===== src/rtl/dpram_port_arbiter_pkg.sv =====
// Shared definitions for the dual-port RAM peripheral-side arbiter.
//   - state_t     : arbiter FSM state encoding (IDLE / ACCESS / DONE)
//   - DEFAULT_AW  : default RAM address width (256-word RAM)
//   - DEFAULT_DW  : default RAM data width
//   - wrap_inc()  : increment an index modulo n (round-robin pointer advance)
package dpram_port_arbiter_pkg;

    localparam int DEFAULT_AW = 8;
    localparam int DEFAULT_DW = 16;

    typedef enum logic [1:0] {
        ST_IDLE   = 2'd0,
        ST_ACCESS = 2'd1,
        ST_DONE   = 2'd2
    } state_t;

    function automatic int wrap_inc(input int idx, input int n);
        return (idx + 1 >= n) ? 0 : idx + 1;
    endfunction

endpackage


===== src/rtl/dpram_port_arbiter_if.sv =====
// Peripheral-side request bus shared by NREQ requesters and the arbiter.
//   req   : per-requester request, held until ack
//   we    : per-requester direction (1 = write, 0 = read)
//   addr  : flattened addresses, requester i at [i*AW +: AW]
//   wdata : flattened write data, requester i at [i*DW +: DW]
//   ack   : one-hot, one-cycle completion pulse
//   rdata : read data, valid in the ack cycle of a read
//   busy  : arbiter is in the middle of a transaction
// Modports: master = requester side, slave = arbiter side.
interface dpram_port_arbiter_if
    import dpram_port_arbiter_pkg::*;
#(
    parameter int NREQ = 4,
    parameter int AW   = DEFAULT_AW,
    parameter int DW   = DEFAULT_DW
);

    logic [NREQ-1:0]    req;
    logic [NREQ-1:0]    we;
    logic [NREQ*AW-1:0] addr;
    logic [NREQ*DW-1:0] wdata;
    logic [NREQ-1:0]    ack;
    logic [DW-1:0]      rdata;
    logic               busy;

    modport master (
        output req, we, addr, wdata,
        input  ack, rdata, busy
    );

    modport slave (
        input  req, we, addr, wdata,
        output ack, rdata, busy
    );

endinterface


===== src/rtl/dpram_port_arbiter_rr_priority_pick.sv =====
// Combinational round-robin picker.
//   req    : NREQ-bit request vector
//   rr_ptr : index of the requester with the highest priority
//   grant  : first requester with req set, scanning upward from rr_ptr
//            modulo NREQ
//   valid  : at least one request is set (grant is 0 otherwise)
module rr_priority_pick #(
    parameter int NREQ = 4,
    parameter int IW   = (NREQ > 1) ? $clog2(NREQ) : 1
) (
    input  logic [NREQ-1:0] req,
    input  logic [IW-1:0]   rr_ptr,
    output logic [IW-1:0]   grant,
    output logic            valid
);

    // Scan from the farthest candidate back toward rr_ptr so the last hit,
    // which is the closest one at or after rr_ptr, is the one that sticks.
    always_comb begin
        grant = '0;
        valid = 1'b0;
        for (int k = NREQ - 1; k >= 0; k--) begin
            if (req[(int'(rr_ptr) + k) % NREQ]) begin
                grant = IW'((int'(rr_ptr) + k) % NREQ);
                valid = 1'b1;
            end
        end
    end

endmodule


===== src/rtl/dpram_port_arbiter.sv =====
// Round-robin arbiter sharing the peripheral-side port of the 256x16
// dual-port RAM between NREQ requesters. Each transaction is a single-word
// read or write: IDLE picks a requester and registers the RAM strobes,
// ACCESS holds ram_rd/ram_wr for one cycle (the RAM acts on the falling
// edge inside it), DONE pulses ack for one cycle.
//   clk      : system clock, rising edge
//   rst      : synchronous active-high reset
//   bus      : requester bus (slave side)
//   ram_addr : RAM port-2 address
//   ram_din  : RAM port-2 write data
//   ram_rd   : RAM port-2 read strobe
//   ram_wr   : RAM port-2 write strobe
//   ram_dout : RAM port-2 read data
module dpram_port_arbiter
    import dpram_port_arbiter_pkg::*;
#(
    parameter int NREQ = 4,
    parameter int AW   = DEFAULT_AW,
    parameter int DW   = DEFAULT_DW
) (
    input  logic                       clk,
    input  logic                       rst,
    dpram_port_arbiter_if.slave        bus,
    output logic [AW-1:0]              ram_addr,
    output logic [DW-1:0]              ram_din,
    output logic                       ram_rd,
    output logic                       ram_wr,
    input  logic [DW-1:0]              ram_dout
);

    localparam int IW = (NREQ > 1) ? $clog2(NREQ) : 1;

    state_t          state, state_nxt;
    logic [IW-1:0]   rr_ptr, rr_ptr_nxt;
    logic [IW-1:0]   gnt_idx, gnt_idx_nxt;
    logic [NREQ-1:0] ack_q, ack_nxt;
    logic [DW-1:0]   rdata_q, rdata_nxt;
    logic [AW-1:0]   ram_addr_nxt;
    logic [DW-1:0]   ram_din_nxt;
    logic            ram_rd_nxt, ram_wr_nxt;
    logic [IW-1:0]   pick_idx;
    logic            pick_vld;

    rr_priority_pick #(
        .NREQ (NREQ),
        .IW   (IW)
    ) u_pick (
        .req    (bus.req),
        .rr_ptr (rr_ptr),
        .grant  (pick_idx),
        .valid  (pick_vld)
    );

    always_ff @(posedge clk) begin
        if (rst) begin
            state    <= ST_IDLE;
            rr_ptr   <= '0;
            gnt_idx  <= '0;
            ack_q    <= '0;
            rdata_q  <= '0;
            ram_addr <= '0;
            ram_din  <= '0;
            ram_rd   <= 1'b0;
            ram_wr   <= 1'b0;
        end else begin
            state    <= state_nxt;
            rr_ptr   <= rr_ptr_nxt;
            gnt_idx  <= gnt_idx_nxt;
            ack_q    <= ack_nxt;
            rdata_q  <= rdata_nxt;
            ram_addr <= ram_addr_nxt;
            ram_din  <= ram_din_nxt;
            ram_rd   <= ram_rd_nxt;
            ram_wr   <= ram_wr_nxt;
        end
    end

    // Strobes default low so they can only be high in the cycle after IDLE
    // registers them, i.e. throughout ACCESS and nowhere else.
    always_comb begin
        state_nxt    = state;
        rr_ptr_nxt   = rr_ptr;
        gnt_idx_nxt  = gnt_idx;
        ack_nxt      = '0;
        rdata_nxt    = rdata_q;
        ram_addr_nxt = ram_addr;
        ram_din_nxt  = ram_din;
        ram_rd_nxt   = 1'b0;
        ram_wr_nxt   = 1'b0;

        unique case (state)
            ST_IDLE: begin
                if (pick_vld) begin
                    gnt_idx_nxt  = pick_idx;
                    ram_addr_nxt = bus.addr[int'(pick_idx) * AW +: AW];
                    ram_din_nxt  = bus.wdata[int'(pick_idx) * DW +: DW];
                    ram_rd_nxt   = ~bus.we[pick_idx];
                    ram_wr_nxt   = bus.we[pick_idx];
                    state_nxt    = ST_ACCESS;
                end
            end
            ST_ACCESS: begin
                if (ram_rd) begin
                    rdata_nxt = ram_dout;
                end
                ack_nxt[gnt_idx] = 1'b1;
                rr_ptr_nxt       = IW'(wrap_inc(int'(gnt_idx), NREQ));
                state_nxt        = ST_DONE;
            end
            ST_DONE: begin
                state_nxt = ST_IDLE;
            end
            default: begin
                state_nxt = ST_IDLE;
            end
        endcase
    end

    assign bus.ack   = ack_q;
    assign bus.rdata = rdata_q;
    assign bus.busy  = (state != ST_IDLE);

endmodule


===== src/flat_wrapper.sv =====
// flat-port wrapper written by rule: the top's interface ports become plain ports
module dpram_port_arbiter_flat import dpram_port_arbiter_pkg::*;
#(
    parameter int NREQ = 4,
    parameter int AW   = DEFAULT_AW,
    parameter int DW   = DEFAULT_DW
)
  (clk, rst, ram_addr, ram_din, ram_rd, ram_wr, ram_dout, bus_req, bus_we, bus_addr, bus_wdata, bus_ack, bus_rdata, bus_busy);
  dpram_port_arbiter_if #(.NREQ(NREQ), .AW(AW), .DW(DW)) bus_i ();
  input  logic clk;
  input  logic rst;
  output logic [AW-1:0] ram_addr;
  output logic [DW-1:0] ram_din;
  output logic ram_rd;
  output logic ram_wr;
  input  logic [DW-1:0] ram_dout;
  input wire logic [$bits(bus_i.req)-1:0] bus_req;
  input wire logic [$bits(bus_i.we)-1:0] bus_we;
  input wire logic [$bits(bus_i.addr)-1:0] bus_addr;
  input wire logic [$bits(bus_i.wdata)-1:0] bus_wdata;
  output wire logic [$bits(bus_i.ack)-1:0] bus_ack;
  output wire logic [$bits(bus_i.rdata)-1:0] bus_rdata;
  output wire logic [$bits(bus_i.busy)-1:0] bus_busy;
  assign bus_i.req = bus_req;
  assign bus_i.we = bus_we;
  assign bus_i.addr = bus_addr;
  assign bus_i.wdata = bus_wdata;
  assign bus_ack = bus_i.ack;
  assign bus_rdata = bus_i.rdata;
  assign bus_busy = bus_i.busy;
  dpram_port_arbiter #(.NREQ(NREQ), .AW(AW), .DW(DW)) u_core (.clk(clk), .rst(rst), .bus(bus_i), .ram_addr(ram_addr), .ram_din(ram_din), .ram_rd(ram_rd), .ram_wr(ram_wr), .ram_dout(ram_dout));
endmodule

===== config.mk =====
export PLATFORM = sky130hd
export DESIGN_NAME = dpram_port_arbiter_flat
export DESIGN_NICKNAME = d
export VERILOG_FILES = /design/src/rtl/dpram_port_arbiter_pkg.sv /design/src/rtl/dpram_port_arbiter_if.sv /design/src/rtl/dpram_port_arbiter_rr_priority_pick.sv /design/src/rtl/dpram_port_arbiter.sv /design/src/flat_wrapper.sv
export SDC_FILE = /design/constraint.sdc
export NUM_CORES = 1
export LEC_CHECK = 0
export ABC_AREA = 1
export BUFFER_PORTS_ARGS = -buffer_cell sky130_fd_sc_hd__buf_4
export CAP_MARGIN = 10
export CORE_MARGIN = 2
export CORE_UTILIZATION = 30
export DETAILED_ROUTE_END_ITERATION = 10
export GPL_ROUTABILITY_DRIVEN = 0
export PLACE_DENSITY = 0.67
export SYNTH_ARGS = -nofsm -noshare
export SYNTH_HDL_FRONTEND = slang
export SYNTH_HIERARCHICAL = 1
export SYNTH_SLANG_ARGS = --single-unit

===== constraint.sdc =====
create_clock -name clk -period 1.9 [get_ports clk]
set_clock_uncertainty 0.1 [all_clocks]
set_input_delay 0.475 -clock clk [delete_from_list [all_inputs] [get_ports clk]]
set_output_delay 0.475 -clock clk [all_outputs]
set_load 0.01 [all_outputs]

# [Word-level counts from Yosys, hierarchy flattened]
# Cells that the tools add are included.
[classes] eq_ne=2 n_mul=0 reduce_logical=10 bitwise_logic=7 n_lt_le_gt_ge=8 n_div=0 shifts=2 addsub=4 n_mux=26
[ops] op="$shiftx A64 B7 Y16" n=1
[ops] op="$shiftx A32 B6 Y8" n=1
[ops] op="$mux W1" n=13
[ops] op="$lt A3 B4 Y1 const B" n=3
[ops] op="$mux W2" n=6
[ops] op="$bmux W1 S2" n=5
[ops] op="$lt A2 B3 Y1 const B" n=3
[ops] op="$reduce_or A2 Y1" n=4
[ops] op="$add A2 B2 Y2 const B" n=2
[ops] op="$not A1 Y1" n=4
[ops] op="$pmux W2 S2" n=1
[ops] op="$reduce_and A2 Y1" n=2
[ops] op="$add A2 B1 Y3 const B" n=1
[ops] op="$and A1 B1 Y1 const A" n=3
[ops] op="$ge A3 B3 Y1 const B" n=1
[ops] op="$reduce_or A3 Y1" n=1
[ops] op="$add A2 B1 Y2 const B" n=1
[ops] op="$demux W1 S2" n=1
[ops] op="$eq A2 B1 Y1 const B" n=1
[ops] op="$ge A2 B1 Y1 const B" n=1
[ops] op="$logic_not A2 Y1" n=1
[ops] op="$ne A2 B1 Y1 const B" n=1
[ops] op="$reduce_bool A2 Y1" n=1
[ops] op="$logic_and A1 B1 Y1" n=1
[word_totals] mem_bits_rw=0 output_inout_bits=47 n_memories=0 rom_bits=0 latchBits=0 elab_cells=68 inputBits=122 reg_bits=52

# [Depth between registers and ports, before layout]
[logic_depth] depth_word=13 depth_mapped=18 ltp_nobuf=15

# [By module]
# The synthesis kept the hierarchy.
[by_module_without_submodules] mod="dpram_port_arbiter" area_per_inst_um2=2857.7 seq_area_each_um2=1041.0 n_inst=1 cells_per_inst=453
[by_module_without_submodules] mod="rr_priority_pick" area_per_inst_um2=215.2 seq_area_each_um2=0.0 n_inst=1 cells_per_inst=44

# [Worst setup path after synthesis]
# Ideal clock, no wire load.
[synth_path] path_type="input to register" start="input port bus_req[1]" end="register u_core.ram_addr[1]" path_stages=17 t_required_ps=1691 t_arrival_ps=1601 path_buffers=2 setup_ps=109 path_slack_ps=90 cell_sequence="inv_1 > nand2_1 > and2_4 > nand2_2 > nand2_2 > inv_2 > nand2_1 > nand2_1 > nand2_1 > buf_2 > inv_2 > buf_4 > nand2_1 > nand3_1 > nand3_1 > nand2_1 > inv_1"
[synth_between] elab_chain_cells=8 elab_cells_between_ends=21 classes_between="1 x shift; 19 x mux; 1 x reduce/logical"
[synth_rtl] item="start, declared" line_no="flat_wrapper.sv:17" rtl="input wire logic [$bits(bus_i.req)-1:0] bus_req;"
[synth_rtl] item="$bmux W1 S2" line_no="dpram_port_arbiter_rr_priority_pick.sv:23" rtl="if (req[(int'(rr_ptr) + k) % NREQ]) begin"
[synth_rtl] item="$mux W1 (not written as such) (2 in series)" line_no="dpram_port_arbiter_rr_priority_pick.sv:23"
[synth_rtl] item="$mux W2 (3 in series)" line_no="dpram_port_arbiter_rr_priority_pick.sv:23"
[synth_rtl] item="$mux W2 (*)" line_no="dpram_port_arbiter_rr_priority_pick.sv:23"
[synth_rtl] item="via u_core.pick_idx[0]" line_no="dpram_port_arbiter.sv:41" rtl="logic [IW-1:0] pick_idx;"
[synth_rtl] item="$shiftx A32 B6 Y8 (*)" line_no="dpram_port_arbiter.sv:95" rtl="ram_addr_nxt = bus.addr[int'(pick_idx) * AW +: AW];"
[synth_rtl] item="end signal, assigned" line_no="dpram_port_arbiter.sv:71" rtl="ram_addr <= ram_addr_nxt;"
[synth_rtl] item="end, declared" line_no="dpram_port_arbiter.sv:24" rtl="output logic [AW-1:0] ram_addr,"
# The timed path passes the listed nets; every way through them passes the cells marked *. The select of a mux whose other input is x is not followed.
# A chain may end at the register's enable or synchronous reset.

# [Worst setup path after layout]
[layout_path] start="register u_core.rr_ptr[0]" end="register u_core.ram_din[0]"
[layout_between] elab_chain_cells=9 elab_cells_between_ends=24 classes_between="3 x add/sub; 1 x shift; 19 x mux; 1 x reduce/logical"
[layout_rtl] item="start, declared" line_no="dpram_port_arbiter.sv:34" rtl="logic [IW-1:0] rr_ptr, rr_ptr_nxt;"
[layout_rtl] item="start signal, assigned" line_no="dpram_port_arbiter.sv:67" rtl="rr_ptr <= rr_ptr_nxt;"
[layout_rtl] item="$add A2 B2 Y2" line_no="dpram_port_arbiter_rr_priority_pick.sv:23, dpram_port_arbiter_rr_priority_pick.sv:24"
[layout_rtl] item="$bmux W1 S2" line_no="dpram_port_arbiter_rr_priority_pick.sv:23"
[layout_rtl] item="$mux W1 (not written as such) (2 in series)" line_no="dpram_port_arbiter_rr_priority_pick.sv:23"
[layout_rtl] item="$mux W2 (3 in series)" line_no="dpram_port_arbiter_rr_priority_pick.sv:23"
[layout_rtl] item="$mux W2 (*)" line_no="dpram_port_arbiter_rr_priority_pick.sv:23"
[layout_rtl] item="via u_core.pick_idx[0]" line_no="dpram_port_arbiter.sv:41"
[layout_rtl] item="$shiftx A64 B7 Y16 (*)" line_no="dpram_port_arbiter.sv:96" rtl="ram_din_nxt = bus.wdata[int'(pick_idx) * DW +: DW];"
[layout_rtl] item="end signal, assigned" line_no="dpram_port_arbiter.sv:72" rtl="ram_din <= ram_din_nxt;"
[layout_rtl] item="end, declared" line_no="dpram_port_arbiter.sv:25" rtl="output logic [DW-1:0] ram_din,"
# Marked as above.

==> results.json <==
{
  "root_buffer": "clkbuf_8",
  "yosysWarnings": 6,
  "core_um2": 9860,
  "viasPerCell": 4.51,
  "hold_viol_final": 0,
  "endpoint": "u_core/ram_din[0]",
  "htree_levels": 2,
  "maxSlewHeadroom_pct": 82.4,
  "end_kind": "flip-flop",
  "worst_pin_slew_ps": 264,
  "die_h_um": 105,
  "netlist.area_leader.share_pct": 33.9,
  "grt_start_max_net_pins": 31,
  "ys_ff_latch": 52,
  "routedWlPerCell_um": 12.8,
  "peakVddDrop_mv": 0.547,
  "cap_violations": 0,
  "cp_max_fo": 8,
  "clk_latency_ps": 300,
  "dpl.hpwl_um": 7430,
  "cts_buffers": 5,
  "num_vias": 3635,
  "crit_start": "u_core/rr_ptr[0]",
  "finalWorstSetupSlack_ps": -62.4,
  "synth_most_common_cell": "nand2_1",
  "num_rows": 36,
  "ys_async_sr_fraction_pct": 0,
  "report.final.slew_viol_count": 0,
  "firstDrtPassIters": 4,
  "slowest_delay_ps": 370,
  "synth_flop_cell": "dfxtp_1",
  "io_pins": 169,
  "rsz0062_at_grt": "true",
  "hold_path_class": "in2reg",
  "num-nets-final": 798,
  "worstPathCellList": "clkbuf_16 > nand2_1 > and2_4 > nand2_4 > nand2_2 > inv_2 > nand2_2 > nand2_4 > nand2_8 > clkinv_8 > clkbuf_16 > nand2_2 > nand3_2 > nand2_2 > a21oi_2",
  "synthTopCellsByArea": "dfxtp_1 (34%), nand2_1 (23%), nand3_1 (10%)",
  "worstReg2RegEnd": "u_core/ram_din[0]",
  "path_clk_slew_ps": 100,
  "yosysUniqueCellTypes": 20,
  "grt_pass1_vias": 3318,
  "reg2reg_depth": 15,
  "ant_nets": 0,
  "critPathArrivalTime_ps": 2050,
  "routed_wl_um": 10300,
  "port_buffers": 168,
  "die-area_um2": 11100,
  "antenna_found_initial": 0,
  "drt_iter0_drc": 125,
  "track_usage_pct": 16.5,
  "hold_slack_ps": 286,
  "leakagePower_nw": 2.70,
  "syn_inst": 497,
  "cp.depth": 15,
  "crit_top_cell": "nand2_2",
  "status": "finished, violations left",
  "syn_nets": 623,
  "reg2reg_slack_ps": -60,
  "diodes": 0,
  "required_ps": 1990,
  "yosysTopAreaCell": "dfxtp_1",
  "critPathTopFamily": "simple AND/OR/NAND/NOR gates",
  "slowest_stage": "dfxtp_4",
  "grt_first_pass_wirelength_um": 15200,
  "rr_startpoint": "u_core/rr_ptr[0]",
  "syn_to_final_growth_pct": 66.4,
  "drive_gt1_share_pct": 44.3,
  "crit_path_start_kind": "flip-flop",
  "finalCoreUtilization_pct": 51.8,
  "initial_core_util_pct": 31.2,
  "max_freq_mhz": 510,
  "cts.sinks": 52,
  "synthTopCellsByCount": "nand2_1 (186), nand3_1 (62), inv_1 (54)",
  "synth_area_um2": 3070,
  "drc": 0,
  "yosysSeqAreaShare_pct": 33.9,
  "cts_tree": "yes",
  "postSynthAreaPerCell_um2": 6.18,
  "synth_edf_count": 0,
  "violations": "negative setup slack",
  "finalSetupViolCount": 25,
  "die_w_um": 105,
  "critical_path_buf_inv_count": 4,
  "post-route-period-util_pct": 103,
  "powerDensity_nw_per_um2": 1030,
  "crit_type": "reg2reg",
  "cts_max_path_buffers": 2,
  "timing.final.crit_period_ps": 1960,
  "grt.overflow.total": 0
}
-- worst min-delay path by stage --
stage	startpoint	end	depth (start not counted)
after floorplan	u_core/rr_ptr[0]	u_core/rr_ptr[0]	2
after global placement	u_core/bus.rdata[9]	u_core/bus.rdata[9]	2
after detailed placement	u_core/bus.rdata[12]	u_core/bus.rdata[12]	2
after CTS	ram_dout[12]	u_core/bus.rdata[12]	3
after global routing	ram_dout[7]	u_core/bus.rdata[7]	3
final	ram_dout[12]	u_core/bus.rdata[12]	3
-- state kept, by name, summed over array words and instances, names as in the netlist --
register and count:
u_core/bus.rdata 16, u_core/gnt_idx 2, u_core/rr_ptr 2, u_core/ram_rd 1
u_core/ram_addr 8, u_core/ram_wr 1, u_core/ram_din 16, u_core/state 2
u_core/bus.ack 4
-- cells in the final DEF (no fill, tap or decap), drive strengths merged --
cell      instances
a21oi            27
and2              1
buf             191
clkbuf           11
clkinv            3
clkinvlp          1
dfxtp            52
ha                4
inv              63
nand2           192
nand3            64
nor2             42
o21ai            22
-- worst register-to-register path: stages (launching register included) --
cell	delay (ps)
dfxtp_4	370
clkbuf_16	150
nand2_1	100
and2_4	170
nand2_4	50
nand2_2	50
inv_2	50
nand2_2	70
nand2_4	70
nand2_8	120
clkinv_8	100
clkbuf_16	180
nand2_2	70
nand3_2	60
nand2_2	80
a21oi_2	40
-- metal layers --
layer | vias to the layer above | wire length, um | part of all wire (%) | global-route usage (%)
met4 | 0 | 107 | 1.0 | 4.67
met2 | 141 | 5400 | 52 | 29.6
li1 | 1871 | - | - | -
met3 | 11 | 616 | 6.0 | 3.28
met1 | 1612 | 4210 | 41 | 20.0
met5 | - | 0 | 0 | 0
-- area by class of cell --
| type | count | area, um2 |
|---|---|---|
| clock buffers | 6 | 72.6 |
| well taps | 133 | 166 |
| multi-input cells | 352 | 1880 |
| inverters | 65 | 272 |
| clock inverters | 2 | 16.3 |
| flip-flops and latches | 52 | 1050 |
| fillers | 949 | 4750 |
| repair buffers | 196 | 1660 |
-- logic make-up after synthesis --
group | Yosys count | synth area share (%)
buffers and inverters | 93 | 14.3
AND/OR/NAND/NOR | 299 | 40.4
flip-flops | 52 | 33.9
AO/OA/AOI/OAI | 49 | 9.81
adder cells (fa/ha/maj) | 4 | 1.63
-- per-stage QoR --
step | cells | area (um2) | setup WS [ps] | TNS (ps) | total power [W]
final | 806 | 5110 | -62.4 | -736 | 0.00527
after global routing | 806 | 5110 | -168 | -3650 | 0.00570
after CTS | 798 | 4620 | 15.9 | 0 | 0.00465
after detailed placement | 790 | 4520 | -133 | -2660 | 0.00400
after global placement | 790 | 4520 | -92.1 | -1710 | 0.00393
after floorplan | 497 | 3070 | 90.3 | 0 | 0.00306
-- where the power goes --
group | internal [W] | switching [W] | leakage, nW
clock | 0.000263 | 0.000362 | 0.0414
combinational | 0.00148 | 0.00173 | 2.23
sequential | 0.00131 | 0.000123 | 0.429
-- timing repair --
item,in CTS,in global routing
buffers inserted,0,2
hold buffers,0,0
resized for setup,2,88
pin swaps,0,28
cloned,0,6
endpoints found under the setup margin,4,28
Note: power is estimated with default switching activity, not from simulation.
